`config.mk`:
```
export PLATFORM = sky130hd
export DESIGN_NAME = alu_result_reg_flat
export DESIGN_NICKNAME = d
export VERILOG_FILES = /design/src/rtl/alu_lab_pkg.sv /design/src/rtl/alu_result_reg_if.sv /design/src/rtl/rise_detect.sv /design/src/rtl/alu_result_reg.sv /design/src/flat_wrapper.sv
export SDC_FILE = /design/constraint.sdc
export NUM_CORES = 1
export LEC_CHECK = 0
export ABC_CLOCK_PERIOD_IN_PS = 1650
export BUFFER_PORTS_ARGS = -buffer_cell sky130_fd_sc_hd__buf_2
export CORE_MARGIN = 4
export CORE_UTILIZATION = 39
export DETAILED_ROUTE_END_ITERATION = 7
export PLACE_DENSITY_LB_ADDON = 0.1
export SLEW_MARGIN = 10
export SYNTH_ARGS = -nofsm -noshare
export SYNTH_HDL_FRONTEND = slang
export SYNTH_HIERARCHICAL = 1
export SYNTH_SLANG_ARGS = --single-unit
```
`constraint.sdc`:
```
create_clock -name Clock -period 1.65 [get_ports Clock]
set_clock_uncertainty 0.2 [all_clocks]
set_input_delay 0.33 -clock Clock [delete_from_list [all_inputs] [get_ports Clock]]
set_output_delay 0.33 -clock Clock [all_outputs]
set_load 0.03 [all_outputs]
```
`src/rtl/alu_lab_pkg.sv`:
```
// Shared constants and types for the lab ALU result-register stage.
// Holds width defaults, the history pointer width and the capture FSM state type.
package alu_lab_pkg;

    localparam int DATA_W_DEF     = 8;
    localparam int HIST_DEPTH_DEF = 4;

    // Pointer width for a history ring; a depth of 1 still needs a 1-bit select.
    function automatic int ptr_width(input int depth);
        return (depth <= 1) ? 1 : $clog2(depth);
    endfunction

    localparam int HIST_PTR_W = ptr_width(HIST_DEPTH_DEF);

    localparam logic [DATA_W_DEF-1:0] REG_RESET = '0;

    typedef enum logic {
        CAP_IDLE  = 1'b0,
        CAP_ARMED = 1'b1
    } cap_state_t;

endpackage

```
`src/rtl/alu_result_reg_if.sv`:
```
// Bus between the ALU/board side (master) and the result register stage (slave).
interface alu_result_reg_if
    import alu_lab_pkg::*;
#(
    parameter int DATA_W     = DATA_W_DEF,
    parameter int HIST_DEPTH = HIST_DEPTH_DEF
);
    localparam int PTR_W = ptr_width(HIST_DEPTH);

    logic [DATA_W-1:0] result;
    logic              capture_req;
    logic              hold;
    logic              clear;
    logic [DATA_W-1:0] register;
    logic [7:0]        cap_count;
    logic [PTR_W-1:0]  hist_sel;
    logic [DATA_W-1:0] hist_out;
    logic              hist_valid;

    modport master (
        output result, capture_req, hold, clear, hist_sel,
        input  register, cap_count, hist_out, hist_valid
    );

    modport slave (
        input  result, capture_req, hold, clear, hist_sel,
        output register, cap_count, hist_out, hist_valid
    );

endinterface

```
`src/rtl/rise_detect.sv`:
```
// Registered rising-edge detector for level inputs such as debounced KEYs.
// Fires on the IDLE->ARMED transition only; re-arms once the input returns low.
module rise_detect
    import alu_lab_pkg::*;
(
    input  logic Clock,
    input  logic Reset_b,
    input  logic in,
    output logic pulse
);

    cap_state_t state_reg;
    cap_state_t state_next;

    always_ff @(posedge Clock) begin
        if (!Reset_b) begin
            state_reg <= CAP_IDLE;
        end else begin
            state_reg <= state_next;
        end
    end

    always_comb begin
        state_next = state_reg;
        pulse      = 1'b0;
        case (state_reg)
            CAP_IDLE: begin
                if (in) begin
                    pulse      = 1'b1;
                    state_next = CAP_ARMED;
                end
            end
            CAP_ARMED: begin
                if (!in) begin
                    state_next = CAP_IDLE;
                end
            end
            default: state_next = CAP_IDLE;
        endcase
    end

endmodule

```
`src/rtl/alu_result_reg.sv`:
```
// Feedback register for the lab ALU with capture counter and optional history ring.
// Define ALU_RESULT_REG_HISTORY_EN to build the HIST_DEPTH-entry history.
module alu_result_reg
    import alu_lab_pkg::*;
#(
    parameter int DATA_W     = DATA_W_DEF,
    parameter int HIST_DEPTH = HIST_DEPTH_DEF
)(
    input  logic              Clock,
    input  logic              Reset_b,
    alu_result_reg_if.slave   bus
);

    localparam int PTR_W = ptr_width(HIST_DEPTH);

    logic              cap_pulse;
    logic              accept;
    logic [DATA_W-1:0] register_reg;
    logic [7:0]        cap_count_reg;

    rise_detect u_rise (
        .Clock   (Clock),
        .Reset_b (Reset_b),
        .in      (bus.capture_req),
        .pulse   (cap_pulse)
    );

    // A pulse blocked by hold or clear is still consumed by the detector.
    assign accept = cap_pulse & ~bus.hold & ~bus.clear;

    always_ff @(posedge Clock) begin
        if (!Reset_b) begin
            register_reg  <= DATA_W'(REG_RESET);
            cap_count_reg <= '0;
        end else begin
            if (bus.clear) begin
                register_reg <= '0;
            end else if (accept) begin
                register_reg <= bus.result;
            end
            if (accept) begin
                cap_count_reg <= cap_count_reg + 8'd1;
            end
        end
    end

    assign bus.register  = register_reg;
    assign bus.cap_count = cap_count_reg;

`ifdef ALU_RESULT_REG_HISTORY_EN
    logic [PTR_W-1:0]  wp_reg;
    logic [PTR_W-1:0]  wp_next;
    logic [PTR_W-1:0]  rd_idx;
    logic [DATA_W-1:0] hist_reg       [HIST_DEPTH];
    logic              hist_valid_reg [HIST_DEPTH];

    assign wp_next = wp_reg + PTR_W'(1);

    // Starting at the last slot makes the first capture land in entry 0.
    always_ff @(posedge Clock) begin
        if (!Reset_b) begin
            wp_reg <= PTR_W'(HIST_DEPTH - 1);
        end else if (accept) begin
            wp_reg <= wp_next;
        end
    end

    generate
        for (genvar gi = 0; gi < HIST_DEPTH; gi++) begin : g_hist
            always_ff @(posedge Clock) begin
                if (!Reset_b) begin
                    hist_reg[gi]       <= '0;
                    hist_valid_reg[gi] <= 1'b0;
                end else if (accept && (wp_next == PTR_W'(gi))) begin
                    hist_reg[gi]       <= bus.result;
                    hist_valid_reg[gi] <= 1'b1;
                end
            end
        end
    endgenerate

    // Power-of-two depth lets the pointer subtraction wrap naturally.
    assign rd_idx         = wp_reg - bus.hist_sel;
    assign bus.hist_out   = hist_reg[rd_idx];
    assign bus.hist_valid = hist_valid_reg[rd_idx];
`else
    logic any_cap_reg;
    logic unused_hist_sel;

    always_ff @(posedge Clock) begin
        if (!Reset_b) begin
            any_cap_reg <= 1'b0;
        end else if (accept) begin
            any_cap_reg <= 1'b1;
        end
    end

    assign unused_hist_sel = ^bus.hist_sel;
    assign bus.hist_out    = register_reg;
    assign bus.hist_valid  = any_cap_reg;
`endif

endmodule

```
`src/flat_wrapper.sv`:
```
// flat-port wrapper written by rule: the top's interface ports become plain ports
module alu_result_reg_flat import alu_lab_pkg::*;
#(
    parameter int DATA_W     = DATA_W_DEF,
    parameter int HIST_DEPTH = HIST_DEPTH_DEF
)
  (Clock, Reset_b, bus_result, bus_capture_req, bus_hold, bus_clear, bus_hist_sel, bus_register, bus_cap_count, bus_hist_out, bus_hist_valid);
  alu_result_reg_if #(.DATA_W(DATA_W), .HIST_DEPTH(HIST_DEPTH)) bus_i ();
  input  logic Clock;
  input  logic Reset_b;
  input wire logic [$bits(bus_i.result)-1:0] bus_result;
  input wire logic [$bits(bus_i.capture_req)-1:0] bus_capture_req;
  input wire logic [$bits(bus_i.hold)-1:0] bus_hold;
  input wire logic [$bits(bus_i.clear)-1:0] bus_clear;
  input wire logic [$bits(bus_i.hist_sel)-1:0] bus_hist_sel;
  output wire logic [$bits(bus_i.register)-1:0] bus_register;
  output wire logic [$bits(bus_i.cap_count)-1:0] bus_cap_count;
  output wire logic [$bits(bus_i.hist_out)-1:0] bus_hist_out;
  output wire logic [$bits(bus_i.hist_valid)-1:0] bus_hist_valid;
  assign bus_i.result = bus_result;
  assign bus_i.capture_req = bus_capture_req;
  assign bus_i.hold = bus_hold;
  assign bus_i.clear = bus_clear;
  assign bus_i.hist_sel = bus_hist_sel;
  assign bus_register = bus_i.register;
  assign bus_cap_count = bus_i.cap_count;
  assign bus_hist_out = bus_i.hist_out;
  assign bus_hist_valid = bus_i.hist_valid;
  alu_result_reg #(.DATA_W(DATA_W), .HIST_DEPTH(HIST_DEPTH)) u_core (.Clock(Clock), .Reset_b(Reset_b), .bus(bus_i));
endmodule
```
==> impl_metrics.csv, run 1 <==
group,metric,value,unit
route,viasPerCell,4.87,
route,drt_first_pass_iters,4,
cells_and_area,drive_gt1_share,41.1,%
timing,slew_headroom,80.2,%
worst_setup_path,start_kind,"register",
global_route,grt_start_max_net_pins,11,
route,wire_per_inst,11.3,µm
cells_and_area,antenna_cells,0,
cts,clk_path_buf_depth,2,
place,port-buffer-count,37,
global_route,grt_pass1_wl,2.80,mm
logic_synthesis,synthArstFlopShare,0,%
global_route,gr-total-overflow,0,
pwr,pwr-share-clk,29.3,%
global_route,grt.total_usage,13.6,%
place,dp_cells,149,
cells_and_area,utilization,56.2,%
logic_synthesis,syn_inst,93,
logic_synthesis,synth_flop_cell,"dfxtp_1",
floorplanning,pin_count,40,
timing,final-max-slew-violation-count,0,
timing,hold_viol,0,
logic_synthesis,yosysTopAreaCellShare,46.9,%
pwr,pwr-share-seq,60.6,%
floorplanning,coreArea,0.00180,mm²
logic_synthesis,synth_edf_count,0,
logic_synthesis,syn_avg_cell_area,8.26,µm²
route,wirelength,1.74,mm
place,gp_congestion,0.676,
pwr,power.switching,178,µW
timing,rsz0062_at_grt,"no",
worst_setup_path,cp-end-kind,"register",
min_path,hp-class,"input pin to register",
timing,fin_crit,1.58,ns
logic_synthesis,ys_types,23,
global_route,grt_pass1_vias,677,
logic_synthesis,syn-cell-area,768,µm²
cells_and_area,fillers,186,
logic_synthesis,synth_area_leaders,"dfxtp_1 (47%), nand2_1 (10%), a21oi_1 (9.8%)",
global_route,grt_antenna_before_repair,0,
route,drtIter0Drc,28,
cells_and_area,stdcell_count,154,
logic_synthesis,synth_most_common_cell,"nand2_1",
flow_run,drv_cap,0,
worst_setup_path,arrival,1.59,ns
cells_and_area,final_net_count,147,
pwr,powerDensity,727,mW/mm²
timing,worstMarginPinSlew,0.297,ns
cts,clk_pin_slew,0.10,ns
timing,worst_slack,0.0707,ns
pwr,p_comb_share,10.1,%
cts,cts_buffers,3,
cts,tritoncts,"built",
outcome,status,"complete, no violations",
pwr,cellLeakagePower,0.457,nW
floorplanning,initial_core_util,42.6,%
cts,cts.sinks,18,
logic_synthesis,seq_area_frac_synth,46.9,%
cts,htree_levels,1,
floorplanning,die_height,52.4,µm
pwr,switching_share,24.2,%
pwr,power.internal,558,µW
cells_and_area,area_growth,31.8,%
cts,clockRootBuffer,"clkbuf_4",
place,dp_hpwl,1.30,mm
place,pre_cts_ws,-0.169,ns
floorplanning,die_area,0.00274,mm²
logic_synthesis,ys_warn_count,6,
floorplanning,placementRows,15,
worst_setup_path,path_class,"register to register",
logic_synthesis,syn_nets,109,
route,drc,0,
pwr,ir_drop,0.379,mV
cts,insertion_delay,0.29,ns
timing,fmax,0.633,GHz
worst_setup_path,cp_max_fo,3,
timing,setup_viol,0,
logic_synthesis,yosysTopAreaCell,"dfxtp_1",
timing,finalCritPeriodShare,95.7,%
floorplanning,die_w,52.4,µm
worst_setup_path,r2r_slack,0.07,ns
logic_synthesis,synth_seq_cells,18,
route,via_count,750,
route,ant_nets,0,
logic_synthesis,yosys-top-cells-count,"nand2_1 (21), dfxtp_1 (18), a21oi_1 (15)",
worst_setup_path,worst_ep_required_time,1.66,ns
## final timing paths
path	start	to	cells past startpoint
max	u_core/u_rise/state_reg	u_core/bus.cap_count[2]	4
min	bus_capture_req	u_core/u_rise/state_reg	2
max reg2reg	u_core/u_rise/state_reg	u_core/bus.cap_count[2]	4
min reg2reg	u_core/bus.hist_out[4]	u_core/bus.hist_out[4]	2
## power groups by stage
stage,combinational (mW),clock [mW],sequential (mW)
global placement,0.0701,0,0.455
detailed placement,0.0707,0,0.456
CTS,0.0720,0.222,0.446
floorplan,0.0318,0,0.465
global route,0.0814,0.237,0.447
finish,0.0745,0.215,0.446
## critical path, cell delays in order (launching register included)
cell and delay, ns:
dfxtp_2 0.34, nor2b_4 0.14, or3b_4 0.39, or3_1 0.32, a21oi_1 0.12
## cell families (layout without fill, tap and decap cells)
group | count (synthesis) | count (layout) | synth area share, %
and+or+nand+nor | 38 | 38 | 25.4
xor gates and xnor gates | 1 | 1 | 1.14
DFF | 18 | 18 | 46.9
AOI/OAI and AO/OA | 21 | 21 | 14.0
buffers and inverters | 14 | 50 | 10.9
adders and majority gates | 1 | 1 | 1.63
## stage by stage
stage	total power, mW	setup TNS, ns	area, µm²	hold slack [ns]
final	0.736	0	1010	0.0566
after global routing	0.765	0	1010	0.0669
after CTS	0.740	0	983	0.0515
after detailed placement	0.526	-0.636	955	0.260
after global placement	0.526	-0.574	955	0.250
after floorplan	0.497	0	769	0.252
## cell usage in the layout (no fill, tap or decap)
| cell | Yosys | final |
|---|---|---|
| buf_2 | 1 | 37 |
| or4_1 | 1 | 1 |
| nand2b_1 | 1 | 1 |
| nand4bb_4 | 0 | 1 |
| nor3b_1 | 1 | 1 |
| clkinv_1 | 1 | 1 |
| or3_1 | 5 | 5 |
| nand4_1 | 2 | 2 |
| and2_1 | 1 | 1 |
| nand2_1 | 21 | 21 |
| xnor2_1 | 1 | 1 |
| nor2_1 | 3 | 3 |
| nor2b_4 | 1 | 1 |
| ha_1 | 1 | 1 |
| inv_1 | 1 | 1 |
| a21oi_1 | 15 | 15 |
| o21ai_1 | 0 | 1 |
| o21ai_0 | 5 | 4 |
| buf_4 | 8 | 8 |
| dfxtp_1 | 18 | 16 |
| o31ai_1 | 1 | 1 |
| clkbuf_4 | 0 | 3 |
| dfxtp_2 | 0 | 2 |
| or3b_4 | 0 | 1 |
## layout make-up
class	count	area, µm²	share of cell area, %
well taps	25	31.3	3.09
repair buffers	45	245	24.2
inverters	2	7.51	0.742
flip-flops and latches	18	363	35.8
clock buffers	3	22.5	2.22
multi-input cells	61	343	33.9
## timing repair
item                       4_1_cts  5_1_grt
buffers inserted                 0        2
pin swaps                        1        1
hold buffers                     0        0
setup endpoints to repair        2        3
resized for setup                2        3
## metal layers
metal  part of all wire, %  track usage (%)  vias up
li1                      -                -      378
met2                    49             22.7       23
met5                     0                0        -
met3                   7.1             2.56        2
met4                  0.80             6.38        0
met1                    43             16.6      347
(Power assumes the default switching activity.)
==> run 2: changes to the inputs <==
--- a/config.mk
+++ b/config.mk
@@ -5,10 +5,11 @@
 export SDC_FILE = /design/constraint.sdc
 export NUM_CORES = 1
 export LEC_CHECK = 0
+export ABC_AREA = 1
 export ABC_CLOCK_PERIOD_IN_PS = 1650
 export BUFFER_PORTS_ARGS = -buffer_cell sky130_fd_sc_hd__buf_2
 export CORE_MARGIN = 4
-export CORE_UTILIZATION = 39
+export CORE_UTILIZATION = 40
 export DETAILED_ROUTE_END_ITERATION = 7
 export PLACE_DENSITY_LB_ADDON = 0.1
 export SLEW_MARGIN = 10
==> impl_metrics.csv, run 2 <==
group,metric,value,unit
logic_synthesis,syn_avg_cell_area,7.12,µm²
floorplanning,die_w,54.2,µm
global_route,grt_start_max_net_pins,13,
timing,fmax,0.667,GHz
route,wire_per_inst,10.0,µm
pwr,power.internal,603,µW
floorplanning,die_height,54.2,µm
cts,clk_pin_slew,0.10,ns
worst_setup_path,critPathTopFamily,"flip-flops",
cts,clockRootBuffer,"clkbuf_4",
timing,rsz0062_at_grt,"no",
worst_setup_path,cp_max_fo,6,
cells_and_area,final_net_count,170,
cells_and_area,fillers,225,
worst_setup_path,cp_slowest_stage_delay,0.44,ns
global_route,grt_pass1_wl,2.81,mm
global_route,grt_pass1_vias,662,
pwr,pwr-share-seq,56.2,%
place,dp_cells,176,
flow_run,drv_cap,0,
cts,tritoncts,"built",
floorplanning,initial_core_util,42.7,%
cts,cts_resized,0,
cts,insertion_delay,0.29,ns
cells_and_area,area_growth,22.3,%
timing,finalCritPeriodShare,90.8,%
timing,tns,0,ns
worst_setup_path,start_kind,"register",
logic_synthesis,synthArstFlopShare,0,%
timing,fin_crit,1.50,ns
global_route,gr-total-overflow,0,
timing,slew_headroom,84.1,%
timing,worstMarginPinSlew,0.237,ns
cts,cts_buffers,3,
pwr,ir_drop,0.461,mV
cts,hold_buffers,0,
floorplanning,coreArea,0.00200,mm²
pwr,power.switching,189,µW
cts,clk_path_buf_depth,2,
pwr,pwr-share-clk,34.2,%
place,dp_hpwl,1.39,mm
cells_and_area,stdcell_count,180,
route,ant_nets,0,
logic_synthesis,syn_nets,136,
cts,cts_setup_buffers,0,
cells_and_area,final_cell_mix,"buf_2 (37), nand2_1 (33), inv_1 (18), dfxtp_1 (18), nor2_1 (12)",
cells_and_area,multiInputGateArea,335,µm²
worst_setup_path,crit_chain,"buf_2",
global_route,grt_antenna_before_repair,0,
min_path,hp-class,"input pin to register",
logic_synthesis,synth_most_common_cell,"nand2_1",
floorplanning,die_area,0.00294,mm²
cells_and_area,antenna_cells,0,
logic_synthesis,syn_inst,120,
timing,final-max-slew-violation-count,0,
worst_setup_path,path_class,"register to output pin",
logic_synthesis,syn-cell-area,855,µm²
pwr,switching_share,23.8,%
logic_synthesis,yosysTopAreaCell,"dfxtp_1",
global_route,grt.total_usage,13.1,%
cts,htree_levels,1,
pwr,cellLeakagePower,0.549,nW
cts,cts.sinks,18,
timing,hold_ws,0.0272,ns
worst_setup_path,path_buf_inv,1,
outcome,status,"complete, no violations",
pwr,p_comb_share,9.6,%
logic_synthesis,seq_area_frac_synth,42.2,%
cells_and_area,regArea,360,µm²
worst_setup_path,worst_ep_required_time,1.12,ns
cells_and_area,drive_gt1_share,32.0,%
logic_synthesis,yosysTopAreaCellShare,42.2,%
logic_synthesis,synth_area_leaders,"dfxtp_1 (42%), nand2_1 (14%), inv_1 (7.9%)",
route,drtIter0Drc,20,
pwr,powerDensity,758,mW/mm²
worst_setup_path,arrival,0.97,ns
floorplanning,placementRows,16,
timing,hold_viol,0,
place,port-buffer-count,37,
logic_synthesis,synth_edf_count,0,
cells_and_area,stdcell_area,0.00104,mm²
route,drt_first_pass_iters,4,
logic_synthesis,synth_seq_cells,18,
place,gp_congestion,0.715,
logic_synthesis,ys_warn_count,6,
worst_setup_path,cp-end-kind,"output pin",
route,viasPerCell,4.38,
place,dpl-instance-area,0.00101,mm²
logic_synthesis,ys_types,18,
worst_setup_path,crit_slowest_cell,"dfxtp_1",
floorplanning,pin_count,40,
logic_synthesis,yosys-top-cells-count,"nand2_1 (33), dfxtp_1 (18), inv_1 (18)",
timing,setup_viol,0,
cells_and_area,final_common_cell,"buf_2",
route,drc,0,
logic_synthesis,synth_flop_cell,"dfxtp_1",
route,via_count,788,
route,wirelength,1.80,mm
## run 2: cell types whose count changed after synthesis, sizes merged, moves of 2 or more
cell	previous run	this run
o21ai	5	2
clkbuf	2	0
nand3	0	9
nor2	3	14
a21oi	15	10
inv	1	19
nand4	2	0
nand2	21	34
or3	5	0
## run 2: worst min-delay path: stages
cell and delay, ns:
buf_2 0.08, nand2_1 0.04, inv_1 0.04
## run 2: per-layer routing
layer	up-vias	global-route usage (%)	share of wire (%)
met2	24	18.9	47
li1	420	-	-
met5	-	0	0
met3	2	2.45	7.4
met1	342	18.0	44
met4	0	7.47	0.67
## run 2: power by group through the flow
stage                     combinational [mW]  sequential, mW  clock (mW)
after global routing                  0.0838           0.446       0.305
final                                 0.0761           0.444       0.271
after CTS                             0.0773           0.445       0.286
after detailed placement              0.0772           0.455           0
after floorplan                       0.0418           0.464           0
after global placement                0.0758           0.454           0
## run 2: path summary, 6_finish.rpt
check / to / from / cells after the start / slack (ns)
max: bus_cap_count[3] / u_core/bus.cap_count[3] / 1 / 0.15
min: u_core/u_rise/state_reg / bus_capture_req / 3 / 0.03
max reg2reg: u_core/bus.cap_count[6] / u_core/bus.cap_count[0] / 6 / 0.27
min reg2reg: u_core/bus.hist_out[3] / u_core/bus.hist_out[3] / 2 / 0.27
## run 2: cells by family (layout without fill, tap and decap cells)
family | after synthesis | in the layout | share of synthesized area (%)
flops | 18 | 18 | 42.2
fa+ha+maj | 1 | 1 | 1.46
buf+inv | 30 | 63 | 18.6
simple gates | 58 | 58 | 29.9
compound gates | 13 | 13 | 7.91
## run 2: layout make-up
class                           instances  share of cell area, %
Clock buffer                            4                   3.47
Inverter                               19                   6.83
Multi-Input combinational cell         72                   32.1
Sequential cell                        18                   34.5
Tap cell                               27                   3.23
Timing Repair Buffer                   40                   19.9
## run 2: per-stage QoR
stage | total power, mW | util, % | setup slack [ns]
after floorplan | 0.506 | - | 0.155
after global placement | 0.530 | 50.4 | 0.180
after detailed placement | 0.532 | 50.4 | 0.176
after CTS | 0.808 | 52.2 | 0.127
after global routing | 0.834 | 52.2 | 0.0673
final | 0.791 | 52.2 | 0.152
